===== src/rtl/fetch_ctrl.sv =====
// Instruction-fetch sequencer: owns the PC, runs the req/ack handshake to imem,
// buffers one word for decode and applies execute-stage redirects.
module fetch_ctrl #(
    parameter logic [31:0] RESET_PC = 32'h0000_0000
) (
    input  logic        clk,
    input  logic        nrst,
    input  logic        redirect_valid,
    input  logic [31:0] redirect_pc,
    output logic        imem_req,
    output logic [31:0] imem_addr,
    input  logic        imem_ack,
    input  logic [31:0] imem_rdata,
    output logic        inst_valid,
    output logic [31:0] inst,
    output logic [31:0] inst_pc,
    input  logic        inst_ready,
    output logic [31:0] fetch_pc,
    output logic [31:0] fetch_count,
    output logic        misalign_err
);

    typedef enum logic [2:0] {IDLE, FETCH, HOLD, DISCARD, HALT} state_e;

    state_e      state_q, state_d;
    logic        halt_pend_q, halt_pend_d;
    logic        imem_req_q, imem_req_d;
    logic [31:0] imem_addr_q, imem_addr_d;
    logic        inst_valid_q, inst_valid_d;
    logic [31:0] inst_q, inst_d;
    logic [31:0] inst_pc_q, inst_pc_d;
    logic [31:0] fetch_pc_q, fetch_pc_d;
    logic [31:0] fetch_count_q, fetch_count_d;
    logic        misalign_q, misalign_d;

    logic redir_ok, redir_bad, take_word;

    assign redir_ok  = redirect_valid && (redirect_pc[1:0] == 2'b00);
    assign redir_bad = redirect_valid && (redirect_pc[1:0] != 2'b00);
    assign take_word = (state_q == FETCH) && imem_ack && !redirect_valid;

    always_ff @(posedge clk or negedge nrst) begin
        if (!nrst) begin
            state_q       <= IDLE;
            halt_pend_q   <= 1'b0;
            imem_req_q    <= 1'b0;
            imem_addr_q   <= 32'd0;
            inst_valid_q  <= 1'b0;
            inst_q        <= 32'd0;
            inst_pc_q     <= 32'd0;
            fetch_pc_q    <= RESET_PC;
            fetch_count_q <= 32'd0;
            misalign_q    <= 1'b0;
        end else begin
            state_q       <= state_d;
            halt_pend_q   <= halt_pend_d;
            imem_req_q    <= imem_req_d;
            imem_addr_q   <= imem_addr_d;
            inst_valid_q  <= inst_valid_d;
            inst_q        <= inst_d;
            inst_pc_q     <= inst_pc_d;
            fetch_pc_q    <= fetch_pc_d;
            fetch_count_q <= fetch_count_d;
            misalign_q    <= misalign_d;
        end
    end

    // halt_pend remembers a misaligned redirect seen while a request was still open
    always_comb begin
        state_d     = state_q;
        halt_pend_d = halt_pend_q;
        case (state_q)
            IDLE: state_d = redir_bad ? HALT : FETCH;
            FETCH: begin
                if (redir_bad) begin
                    if (imem_ack) begin
                        state_d = HALT;
                    end else begin
                        state_d     = DISCARD;
                        halt_pend_d = 1'b1;
                    end
                end else if (redir_ok) begin
                    state_d = imem_ack ? FETCH : DISCARD;
                end else if (imem_ack) begin
                    state_d = HOLD;
                end
            end
            HOLD: begin
                if (redir_bad)                    state_d = HALT;
                else if (redir_ok || inst_ready)  state_d = FETCH;
            end
            DISCARD: begin
                if (imem_ack)       state_d = (halt_pend_q || redir_bad) ? HALT : FETCH;
                else if (redir_bad) halt_pend_d = 1'b1;
            end
            HALT:    state_d = HALT;
            default: state_d = IDLE;
        endcase
    end

    // Request/address are derived from the next state so they are registered
    // and stay frozen while DISCARD waits for the abandoned ack.
    always_comb begin
        fetch_pc_d = fetch_pc_q;
        inst_d     = inst_q;
        inst_pc_d  = inst_pc_q;
        if (state_q != HALT && redir_ok) begin
            fetch_pc_d = redirect_pc;
        end else if (take_word) begin
            fetch_pc_d = fetch_pc_q + 32'd4;
        end
        if (take_word) begin
            inst_d    = imem_rdata;
            inst_pc_d = fetch_pc_q;
        end
        inst_valid_d  = (state_d == HOLD);
        imem_req_d    = (state_d == FETCH) || (state_d == DISCARD);
        imem_addr_d   = (state_d == FETCH) ? fetch_pc_d : imem_addr_q;
        fetch_count_d = fetch_count_q + {31'd0, inst_valid_q && inst_ready};
        misalign_d    = misalign_q || (redir_bad && state_q != HALT);
    end

    assign imem_req     = imem_req_q;
    assign imem_addr    = imem_addr_q;
    assign inst_valid   = inst_valid_q;
    assign inst         = inst_q;
    assign inst_pc      = inst_pc_q;
    assign fetch_pc     = fetch_pc_q;
    assign fetch_count  = fetch_count_q;
    assign misalign_err = misalign_q;

endmodule


===== config.mk =====
export PLATFORM = sky130hd
export DESIGN_NAME = fetch_ctrl
export DESIGN_NICKNAME = d
export VERILOG_FILES = /design/src/rtl/fetch_ctrl.sv
export SDC_FILE = /design/constraint.sdc
export NUM_CORES = 1
export LEC_CHECK = 0
export BUFFER_PORTS_ARGS = -buffer_cell sky130_fd_sc_hd__buf_4
export CORE_MARGIN = 4
export CORE_UTILIZATION = 45
export CTS_CLUSTER_DIAMETER = 150
export DETAILED_ROUTE_END_ITERATION = 8
export PLACE_DENSITY = 0.75
export SLEW_MARGIN = 30
export SYNTH_ARGS = -nofsm -noshare
export SYNTH_HDL_FRONTEND = slang
export SYNTH_SLANG_ARGS = --single-unit

===== constraint.sdc =====
create_clock -name clk -period 2.2 [get_ports clk]
set_input_delay 0.44 -clock clk [delete_from_list [all_inputs] [get_ports clk]]
set_output_delay 0.44 -clock clk [all_outputs]
set_load 0.03 [all_outputs]

==> summary.txt <==
Critical path
  • Startpoint Class: flop
  • Kind of critical path: reg -> reg
  • Critical Path RT: 2.50 ns
  • Worst Path Arrival: ~2.5 ns
  • Critical Path Fanout Max: 19
  • Crit. End Element: flop

Detailed routing
  • First DRT Iteration DRCs: 269
  • Drt wl/cell: 18.37 um
  • Drt pass-1 iters: 5
  • DRC errors left: 0
  • Number of routed nets with antenna violations: 0
  • Vias post-DR: a little under 6000
  • WL final: 20060 um
  • Vias/cell: 5.397

Global routing
  • Met3 Usage GRT: about 6.8%
  • GRT Overall Usage: a little under a quarter
  • Grt met1 use: between 20 and 30%
  • First-pass GRT wire length: ~32000 um
  • Top Usage Layer GRT: met2
  • Vias in the first global route: 6192
  • Largest net degree at the start of global routing: 53
  • Initial antenna violation count: 0
  • Met2 Use GR: 37.37%
  • Grt ovf: 0

Synth
  • Synthesized area per cell: 12.02 um2
  • Syn Inst Count: 599
  • Mux contribution to synthesized area: a little over an eighth
  • Post-synthesis xor/xnor area fraction: under 10%
  • #FFs+latches synth: about 170
  • Yosys warning count: 0
  • Area contributors post-synth: dfrtp_1 58%, mux2_2 13%, xnor2_1 3.2%
  • Post-synthesis sequential area ratio: between 50% and 60%
  • Largest family of logic cells by synthesized area: multiplexers
  • Post-synth ARST share: 100.0%
  • Number of flops mapped to enable cells by yosys: 0
  • Syn Nets: 671
  • Cell variety after synth: 46
  • Post-synth top area share: 58.04%
  • Compound-gate portion of the synthesized area: 7.003%
  • Leading register cell type out of synthesis: dfrtp_1
  • Adder-Cell Fraction of Synth Area: 0.5213%
  • Post-synth top cells: 167 x dfrtp_1, 86 x mux2_2, 35 x nand2_1, 33 x nand3_1, 32 x nor2_1
  • Synthesized area: between 7000 and 8000 um2
  • Area leader, netlist: dfrtp_1
  • Post-Synth Simple-Gate Area: about 13%
  • Cell with the most instances after synthesis: dfrtp_1

Timing
  • Rel. slew slack: between 50% and 60%
  • Setup Viol. Count Final: 0
  • Setup tns final: 0 ns
  • Worst slew pin tran: 0.6060 ns
  • FMAX: roughly 460 MHz
  • Final critical-path required period: 2.160 ns
  • Setup Skew: ~0.0064 ns
  • Fin. Hold Viols: 0
  • Fin. max-slew vios: 0
  • Period utilization: a little over nine tenths

Clock network
  • Clock slew at reported path FFs: approximately 0.06 ns
  • CTS Sinks: between 150 and 200
  • Clock tree root buffer cell: clkbuf_16
  • H-tree Lvls: 4
  • Largest buffer count on any clock path: 2
  • Total CTS buffers: 17
  • Clock Latency Late Sink: ~0.42 ns
  • CTS tree: yes

Floorplan
  • # IOs: 232
  • Die Area: 18090 um2
  • Die width: about 130 um
  • Die Ht: approximately 130 um
  • Num rows: 45
  • Initial Util: 46.67%
  • Total core area: about 15000 um2

Placed design
  • Port buffer count: between 200 and 250
  • Cell Count Post-Placement: roughly 1100
  • DPL Wire Length: 14930 um
  • GPL Wtd Cong: between 0.8 and 0.9

Hold path
  • Hold WC Path Type: in -> reg

Layout
  • Layout cells sized above 1: a little under half
  • Fill count: roughly 1200
  • Area delta synth->final: 40.75%
  • Nets: 940
  • Final cell count without fillers: roughly 1100
  • # diodes: 0

Power and ir drop
  • Pwr Density: approximately 1500 nW/um2
  • Peak supply drop: 0.9229 mV
  • Lkg Pwr: ~0.0048 uW
  • Power Total: ~15000 uW

Job
  • Number of max-cap violations: 0

Status
  • Status: finished, final reports clean
-- worst paths after layout --
| check | start | to | slack [ns] | depth (start not counted) |
|---|---|---|---|---|
| hold reg to reg | halt_pend_q | halt_pend_q | 0.46 | 1 |
| max in group asynchronous | nrst | inst_pc[21] | 0.95 | 3 |
| setup reg to reg | state_q[1] | imem_addr[17] | 0.04 | 7 |
| hold / removal | imem_rdata[31] | inst[31] | 0.25 | 2 |
| setup / recovery | state_q[1] | imem_addr[17] | 0.04 | 7 |
| min in group asynchronous | nrst | inst[25] | 0.54 | 2 |
-- stage by stage --
step / cell area (um2) / hold slack (ns) / utilization, % / setup slack (ns)
finish: 10130 / 0.2483 / 65.69 / 0.03984
global route: 10130 / 0.2421 / 65.69 / -0.06651
CTS: 10070 / 0.2275 / 65.30 / 0.004075
detailed placement: 9480 / 0.4110 / 61.45 / -0.1127
global placement: 9480 / 0.4035 / 61.45 / -0.03323
floorplan: 7201 / 0.1444 / - / 0.004379
-- layer usage --
layer	up-vias	share of wire, %
met5	-	0
li1	2700	-
met3	31	7.7
met2	229	50
met1	2933	40
met4	0	2.2
-- area by class of cell --
cell class | instances | area (um2) | area share (%)
Clock buffer | 24 | 481.7 | 4.753
Clock inverter | 8 | 96.34 | 0.9506
Inverter | 11 | 45.04 | 0.4444
Multi-Input combinational cell | 391 | 2894 | 28.56
Sequential cell | 167 | 4179 | 41.23
Tap cell | 211 | 264.0 | 2.605
Timing Repair Buffer | 280 | 2175 | 21.46
-- where the power goes --
| group | switching, uW | internal (uW) | total [uW] | leakage (uW) |
|---|---|---|---|---|
| Sequential | 806 | 4200 | 5010 | 0.00202 |
| Clock | 1160 | 1760 | 2910 | 0.000284 |
| Combinational | 4130 | 2920 | 7050 | 0.00246 |
| Total | 6090 | 8880 | 15000 | 0.00476 |
-- what timing repair did --
action                                  4_1_cts  5_1_grt
pin swaps                                     1        4
resized for setup                             1       11
endpoints found under the setup margin        1       32
hold buffers                                  1        0
hold endpoints to repair                     44        0
buffers inserted                              0        4
-- kinds of logic (layout without fill, tap and decap cells) --
| kind of cell | after synthesis | count (layout) |
|---|---|---|
| AND/OR/NAND/NOR | 178 | 178 |
| flip-flops | 167 | 167 |
| multiplexers | 88 | 88 |
| AO/OA/AOI/OAI | 81 | 81 |
| XOR/XNOR | 41 | 41 |
| buffers and inverters | 41 | 323 |
| adder cells (fa/ha/maj) | 3 | 3 |
-- flip-flops by register name, summed over array words and instances, names as in the netlist --
| signal | flops |
|---|---|
| fetch_pc | 32 |
| inst | 32 |
| fetch_count | 32 |
| misalign_err | 1 |
| imem_addr | 32 |
| inst_valid | 1 |
| imem_req | 1 |
| state_q | 3 |
| halt_pend_q | 1 |
| inst_pc | 32 |
-- placed cells by master, fill, tap and decap left out, drive strengths merged, types with 5 or more instances in the layout --
cell type / synthesis / layout
dfrtp: 167 / 167
inv: 10 / 10
and4: 5 / 5
clkinv: 1 / 5
o21ai: 26 / 26
and3: 15 / 15
nand3: 33 / 33
clkbuf: 19 / 24
buf: 11 / 279
and2: 7 / 7
o31ai: 9 / 9
or4: 13 / 13
xor2: 15 / 15
nor3: 5 / 5
a31oi: 20 / 20
mux2: 86 / 86
xnor2: 26 / 26
nor2: 32 / 32
nand4: 15 / 15
o211ai: 6 / 6
nand2: 36 / 36
a21oi: 10 / 10
-- critical path: stages, from the launching register on --
cell	delay (ns)
dfrtp_1	0.41
buf_4	0.16
or3b_2	0.48
a21oi_2	0.16
a311o_1	0.25
nor2_2	0.10
buf_12	0.18
mux2_2	0.29
(Power assumes the default switching activity.)
